`src/rtl/imem_port_arbiter.sv`:
```
// Two-requester arbiter for the single instruction-memory port: fetch (F) vs loader (L).
// Round-robin with a burst cap on L, a fixed-latency response pipe, and flush-kill of F reads.
module imem_port_arbiter #(
    parameter int MEM_LAT   = 1,
    parameter int BURST_MAX = 4
) (
    input  logic        clk,
    input  logic        rst_n,
    input  logic        flush,
    input  logic        f_req,
    input  logic [31:0] f_addr,
    output logic        f_gnt,
    output logic        f_rvalid,
    output logic [31:0] f_rdata,
    input  logic        l_req,
    input  logic        l_we,
    input  logic [31:0] l_addr,
    input  logic [31:0] l_wdata,
    output logic        l_gnt,
    output logic        l_rvalid,
    output logic [31:0] l_rdata,
    output logic        m_req,
    output logic        m_we,
    output logic [31:0] m_addr,
    output logic [31:0] m_wdata,
    input  logic [31:0] m_rdata
);
    localparam logic       OWN_F = 1'b0;
    localparam logic       OWN_L = 1'b1;
    localparam logic [3:0] BMAX  = 4'(BURST_MAX);

    logic               rr_ptr;
    logic [3:0]         burst_cnt;
    logic [MEM_LAT-1:0] pipe_vld;
    logic [MEM_LAT-1:0] pipe_own;
    logic [MEM_LAT:0]   vld_ext;
    logic [MEM_LAT:0]   own_ext;
    logic               f_act;
    logic               l_act;
    logic               contend;
    logic               pick_f;
    logic               head_vld;
    logic               head_own;

    // Grants are held low during reset even though requests may already be up.
    always_comb begin
        f_act   = f_req & ~flush & rst_n;
        l_act   = l_req & rst_n;
        contend = f_act & l_act;
        pick_f  = (burst_cnt >= BMAX) || (rr_ptr == OWN_F);
        f_gnt   = f_act & (~l_act | pick_f);
        l_gnt   = l_act & (~f_act | ~pick_f);
    end

    always_comb begin
        m_req   = f_gnt | l_gnt;
        m_we    = l_gnt & l_we;
        m_wdata = l_gnt ? l_wdata : 32'h0;
        m_addr  = 32'h0;
        if (f_gnt)
            m_addr = f_addr;
        else if (l_gnt)
            m_addr = l_addr;
    end

    // Push at bit 0; the top bit of the extended vector is the entry leaving the head.
    always_comb begin
        vld_ext = {pipe_vld, f_gnt | (l_gnt & ~l_we)};
        own_ext = {pipe_own, l_gnt};
    end

    always_ff @(posedge clk or negedge rst_n) begin
        if (!rst_n) begin
            rr_ptr    <= OWN_F;
            burst_cnt <= 4'd0;
            pipe_vld  <= '0;
            pipe_own  <= '0;
        end else begin
            if (contend)
                rr_ptr <= f_gnt ? OWN_L : OWN_F;
            if (l_gnt && f_req)
                burst_cnt <= (burst_cnt >= BMAX) ? BMAX : burst_cnt + 4'd1;
            else
                burst_cnt <= 4'd0;
            // A flush drops every F-owned read still travelling toward the head.
            pipe_vld <= vld_ext[MEM_LAT-1:0] & (flush ? own_ext[MEM_LAT-1:0] : '1);
            pipe_own <= own_ext[MEM_LAT-1:0];
        end
    end

    always_comb begin
        head_vld = pipe_vld[MEM_LAT-1];
        head_own = pipe_own[MEM_LAT-1];
        f_rvalid = head_vld & (head_own == OWN_F) & ~flush;
        l_rvalid = head_vld & (head_own == OWN_L);
        f_rdata  = f_rvalid ? m_rdata : 32'h0;
        l_rdata  = l_rvalid ? m_rdata : 32'h0;
    end
endmodule

```
`config.mk`:
```
export PLATFORM = sky130hd
export DESIGN_NAME = imem_port_arbiter
export DESIGN_NICKNAME = d
export VERILOG_FILES = /design/src/rtl/imem_port_arbiter.sv
export SDC_FILE = /design/constraint.sdc
export NUM_CORES = 1
export LEC_CHECK = 0
export CAP_MARGIN = 25
export CORE_AREA = 2 2 103 105
export CTS_CLUSTER_DIAMETER = 200
export DETAILED_ROUTE_END_ITERATION = 10
export DIE_AREA = 0 0 105 107
export PLACE_DENSITY = 0.61
export REMOVE_ABC_BUFFERS = 1
export SYNTH_ARGS = -nofsm -noshare
export SYNTH_HDL_FRONTEND = slang
export SYNTH_SLANG_ARGS = --single-unit
```
`constraint.sdc`:
```
create_clock -name clk -period 2.6 [get_ports clk]
set_input_delay 0.52 -clock clk [delete_from_list [all_inputs] [get_ports clk]]
set_output_delay 0.52 -clock clk [all_outputs]
set_load 0.01 [all_outputs]
```
* Word level (Yosys, flattened, before mapping)
Cells that the tools add are included.
** Storage, ports and cells
- Output and inout port bits :: 134
- Bits of input ports :: 134
- Memories kept :: 0
- Memory bits (read-only) :: 0
- Memory bits (writable) :: 0
- Register bits :: 7
- Bits in latches :: 0
** Cells by class
- Equality and inequality tests :: 0
- Multiply operators :: 0
- Order comparisons :: 1
- Div/mod/pow operators :: 0
- Add/subtract/negate cells :: 1
- Bitwise operators :: 23
- Reductions and logical operators :: 2
- Shifts and indexed selects :: 0
- Multiplexer cells :: 9
** Operators with widths (count)
- $mux 32 :: 5
- $and 1x1->1 :: 12
- $mux 4 :: 2
- $not 1->1 :: 7
- $add 4x1->4 const B :: 1
- $ge 4x3->1 const B :: 1
- $or 1x1->1 :: 4
- $mux 1 :: 2
- $logic_and 1x1->1 :: 1
- $logic_or 1x1->1 :: 1

* Logic depth before layout (Yosys ltp)
- Word-level depth :: 9
- Gate-level depth with buffers :: 6

* Worst setup path after synthesis
OpenSTA, ideal clock, no wires.
- Kind :: in2out
- Start point :: in flush
- End point :: out m_wdata[13]
- Data required time :: 2080 ps
- Stages :: 6
- Arrival :: 1392 ps
- Setup slack :: 688 ps
- Cell sequence :: nand3b_4 o21ba_1 buf_6 buf_6 buf_6 and2_4
** On the way
- Cells in the longest elaborated chain, start to end :: 7
** Ends and longest elaborated chain
- start: declaration :: line 9 : input logic flush,
- $not 1->1 :: line 47 : f_act = f_req & ~flush & rst_n;
- $and 1x1->1 (2 in series) :: line 47
- $not 1->1 :: line 52 : l_gnt = l_act & (~f_act | ~pick_f);
- $or 1x1->1 :: line 52
- $and 1x1->1 :: line 52
- $mux 32 :: line 58 : m_wdata = l_gnt ? l_wdata : 32'h0;
- end: declaration :: line 25 : output logic [31:0] m_wdata,
No other way between the ends.

* Final worst setup path
- Start point :: in flush
- End point :: out m_addr[17]
** On the way
- Cells in the longest elaborated chain, start to end :: 8
- Elaborated cells on any way between the ends :: 9
** Ends and longest elaborated chain
- $not 1->1 * :: line 47
- $and 1x1->1 * (2 in series) :: line 47
- $not 1->1 :: line 52
- $or 1x1->1 :: line 52
- $and 1x1->1 :: line 52
- $mux 32 :: line 62 : else if (l_gnt)
- $mux 32 * :: line 60 : if (f_gnt)
- end: declaration :: line 24 : output logic [31:0] m_addr,
Every way passes the cells marked *; elsewhere a longest branch is shown, timed or not.

==> impl_metrics.csv <==
group,metric,value,unit
run_status,outcome,"finished clean",
route,num_vias,2347,
global_route,grtUsageTotal,13.6,%
global_route,grt_pass1_vias,2363,
logic_synthesis,synth.most_common_cell,"and2_1",
logic_synthesis,yosysUniqueCellTypes,24,
global_route,grt_pass1_wl,12200,um
sta,fin_ws,0.0601,ns
worst_setup_path,r2r_slack,1.14,ns
final_layout,nNetsFinal,578,
worst_setup_path,critPathRequiredTime,2.08,ns
place,port_buffers,267,
clock_tree,cts_sinks,7,
logic_synthesis,synthXorXnorAreaFrac,0,%
logic_synthesis,async_reset_ff_share,100,%
clock_tree,insertion_delay,0.23,ns
power,power_density,187,nW/um^2
place,place_hpwl,7010,um
logic_synthesis,yosys.area_share.simple,52.8,%
clock_tree,cts_tree,"done",
place,place_ws,-0.407,ns
route,drc,0,
power,peakVddDrop,0.129,mV
global_route,grt_start_max_net_pins,34,
global_route,antenna_found_initial,1,
floorplan,die_area,11200,um^2
worst_setup_path,end_kind,"output port",
clock_tree,ctsRootBufferMaster,"clkbuf_8",
final_layout,drive_gt1_share,8.14,%
floorplan,dieHeight,107,um
logic_synthesis,synth_flop_cell,"dfrtp_1",
global_route,use_met2,25.3,%
flow_run,drv_cap,0,
logic_synthesis,synth_edf_count,0,
power,switchingPower,0.229,mW
power,seq_power_share,15.0,%
worst_setup_path,reg2reg_from,"burst_cnt[3]",
global_route,grt_use_met3,4.68,%
logic_synthesis,synth_top_family_by_area,"simple AND/OR/NAND/NOR gates",
route,routed_wl,8420,um
worst_setup_path,r2r-end,"burst_cnt[1]",
worst_setup_path,critPathKind,"in -> out",
logic_synthesis,yosysSeqAreaShare,12.7,%
worst_setup_path,cpMostUsedCell,"dlygate4sd2_1",
final_layout,seq_area,175,um^2
sta,max_freq,394,MHz
logic_synthesis,synth_top_area_share,25.5,%
global_route,gr-total-overflow,0,
sta,hold_ws,0.351,ns
clock_tree,clockBufferDepth,2,
floorplan,io_pins,268,
global_route,grt.busiest_layer,"met2",
worst_setup_path,reg2reg_depth,5,
logic_synthesis,synth_area_leaders,"and2_1, a22o_1, and3_1",
clock_tree,htree_levels,1,
logic_synthesis,syn_area_per_cell,7.86,um^2
final_layout,fillerInstances,1038,
sta,slew_viol_final,0,
route,drtIter0Drc,69,
route,wl_per_cell,14.6,um
logic_synthesis,yosys_register_bits,7,
logic_synthesis,synthesis.area,1380,um^2
logic_synthesis,synthCells,175,
floorplan,core-area,10100,um^2
worst_setup_path,crit_fanout,15,
power,p_leak,2.14,nW
final_layout,multi_input_area,1080,um^2
worst_setup_path,slowest_delay,0.29,ns
clock_tree,cts_buffers,3,
route,drtAntennaViolNets,0,
clock_tree,cts_hold_buf,0,
power,p_comb_share,65.9,%
sta,rsz0062_at_grt,"false",
logic_synthesis,yosysWarnings,0,
worst_setup_path,slowest_stage,"bufbuf_16",
worst_setup_path,cp_cell_sequence,"dlygate4sd2_1, nand3b_4, o21ba_4, bufbuf_16, a22o_1, dlygate4sd2_1",
logic_synthesis,yosysTopAreaCell,"and2_1",
route,vias_per_cell,4.06,
power,clock_power_share,19.0,%
logic_synthesis,synth_compound_area_share,23.0,%
sta,hold_viol,0,
sta,fin_crit_sh,97.7,%
place,gp_congestion,0.777,
floorplan,die_x,105,um
sta,period_minus_slack,2.54,ns
power,internal_power,0.575,mW
sta,finalClockSkew,0.00127,ns
final_layout,n_antenna_cell,0,
hold_path,min_path_type,"in -> async",
logic_synthesis,synthAdderAreaFrac,0.909,%
clock_tree,clkTransAtPathRegs,0.04,ns
logic_synthesis,synth_mux_area_share,0.818,%
power,swShare,28.5,%
final_layout,syn_to_final_growth,212,%
worst_setup_path,critPathArrivalTime,2.02,ns
route,firstDrtPassIters,4,
floorplan,core.rowCount,37,
global_route,met1_usage,15.0,%
worst_setup_path,cp-start-kind,"input port",
logic_synthesis,synth_common_cells,"and2_1, a22o_1, and3_1, and2_4, clkbuf_1",
floorplan,start_util,13.6,%
sta,setup_viol,0,
==> worst max-delay path by stage <==
stage	cells after the start	start	to
after floorplan	3	rst_n	m_addr[0]
after global placement	6	rst_n	m_addr[9]
after detailed placement	6	rst_n	m_addr[9]
after CTS	5	burst_cnt[3]	m_we
after global routing	6	flush	m_addr[17]
final	6	flush	m_addr[17]
==> worst max-delay path, delay by kind of cell <==
family	cells	cell delay (ns)
AOI/OAI and AO/OA	2	0.46
buffers and inverters	3	0.84
and+or+nand+nor	1	0.18
==> layout make-up <==
cell class | count | share of cell area, %
well taps | 136 | 3.96
multi-input cells | 147 | 25.1
clock buffers | 4 | 1.05
flip-flops and latches | 7 | 4.08
repair buffers | 283 | 65.8
inverters | 1 | 0.0873
==> per-layer routing <==
layer	part of all wire, %	up-vias	wire length (um)
li1	-	1155	-
met2	52	142	4350
met4	1.2	2	102
met5	0.15	-	13
met3	9.7	12	816
met1	37	1036	3140
==> power groups by stage <==
| stage | logic, mW | registers (mW) | clock network (mW) |
|---|---|---|---|
| 2_1_floorplan | 0.143 | 0.128 | 0 |
| 3_3_place_gp | 0.546 | 0.122 | 0 |
| 3_5_place_dp | 0.547 | 0.122 | 0 |
| 4_1_cts | 0.536 | 0.121 | 0.156 |
| 5_1_grt | 0.566 | 0.121 | 0.163 |
| 6_report | 0.530 | 0.121 | 0.153 |
==> through the flow <==
| stage | TNS (ns) | util, % | cells | area, um^2 | total power [mW] |
|---|---|---|---|---|---|
| after floorplan | -5.15 | - | 155 | 1250 | 0.272 |
| after global placement | -22.21 | 41.6 | 571 | 4200 | 0.668 |
| after detailed placement | -24.24 | 41.6 | 571 | 4200 | 0.669 |
| after CTS | 0 | 42.3 | 578 | 4270 | 0.813 |
| after global routing | 0 | 42.6 | 578 | 4300 | 0.851 |
| final | 0 | 42.6 | 578 | 4300 | 0.804 |
==> sequential cells by signal, indices dropped and copies added (netlist names) <==
register,flops
rr_ptr,1
head_vld,1
burst_cnt,4
head_own,1
==> timing repair <==
| item | 4_1_cts | 5_1_grt |
|---|---|---|
| setup buffers | 1 | 0 |
| cloned | 2 | 0 |
| pin swaps | 1 | 0 |
| gates resized for setup | 65 | 16 |
| setup endpoints to repair | 99 | 9 |
==> cell families (layout without fill, tap and decap cells) <==
family	Yosys count	after routing
multiplexers	1	1
AND/OR/NAND/NOR	108	108
buffers and inverters	21	288
flip-flops	7	7
adder cells (fa/ha/maj)	1	1
AO/OA/AOI/OAI	36	36
other	1	1
==> cell usage in the layout, fill, tap and decap left out, types with 7 or more instances in the layout <==
cell / Yosys / layout
clkdlybuf4s50_1: 0 / 199
a22o_1: 32 / 32
buf_4: 0 / 10
dlymetal6s2s_1: 0 / 8
and2_4: 10 / 10
dfrtp_1: 7 / 7
clkdlybuf4s15_1: 0 / 7
and3_1: 32 / 32
dlygate4sd2_1: 0 / 52
and2_1: 56 / 56
Power figures use the tool's default switching activity.
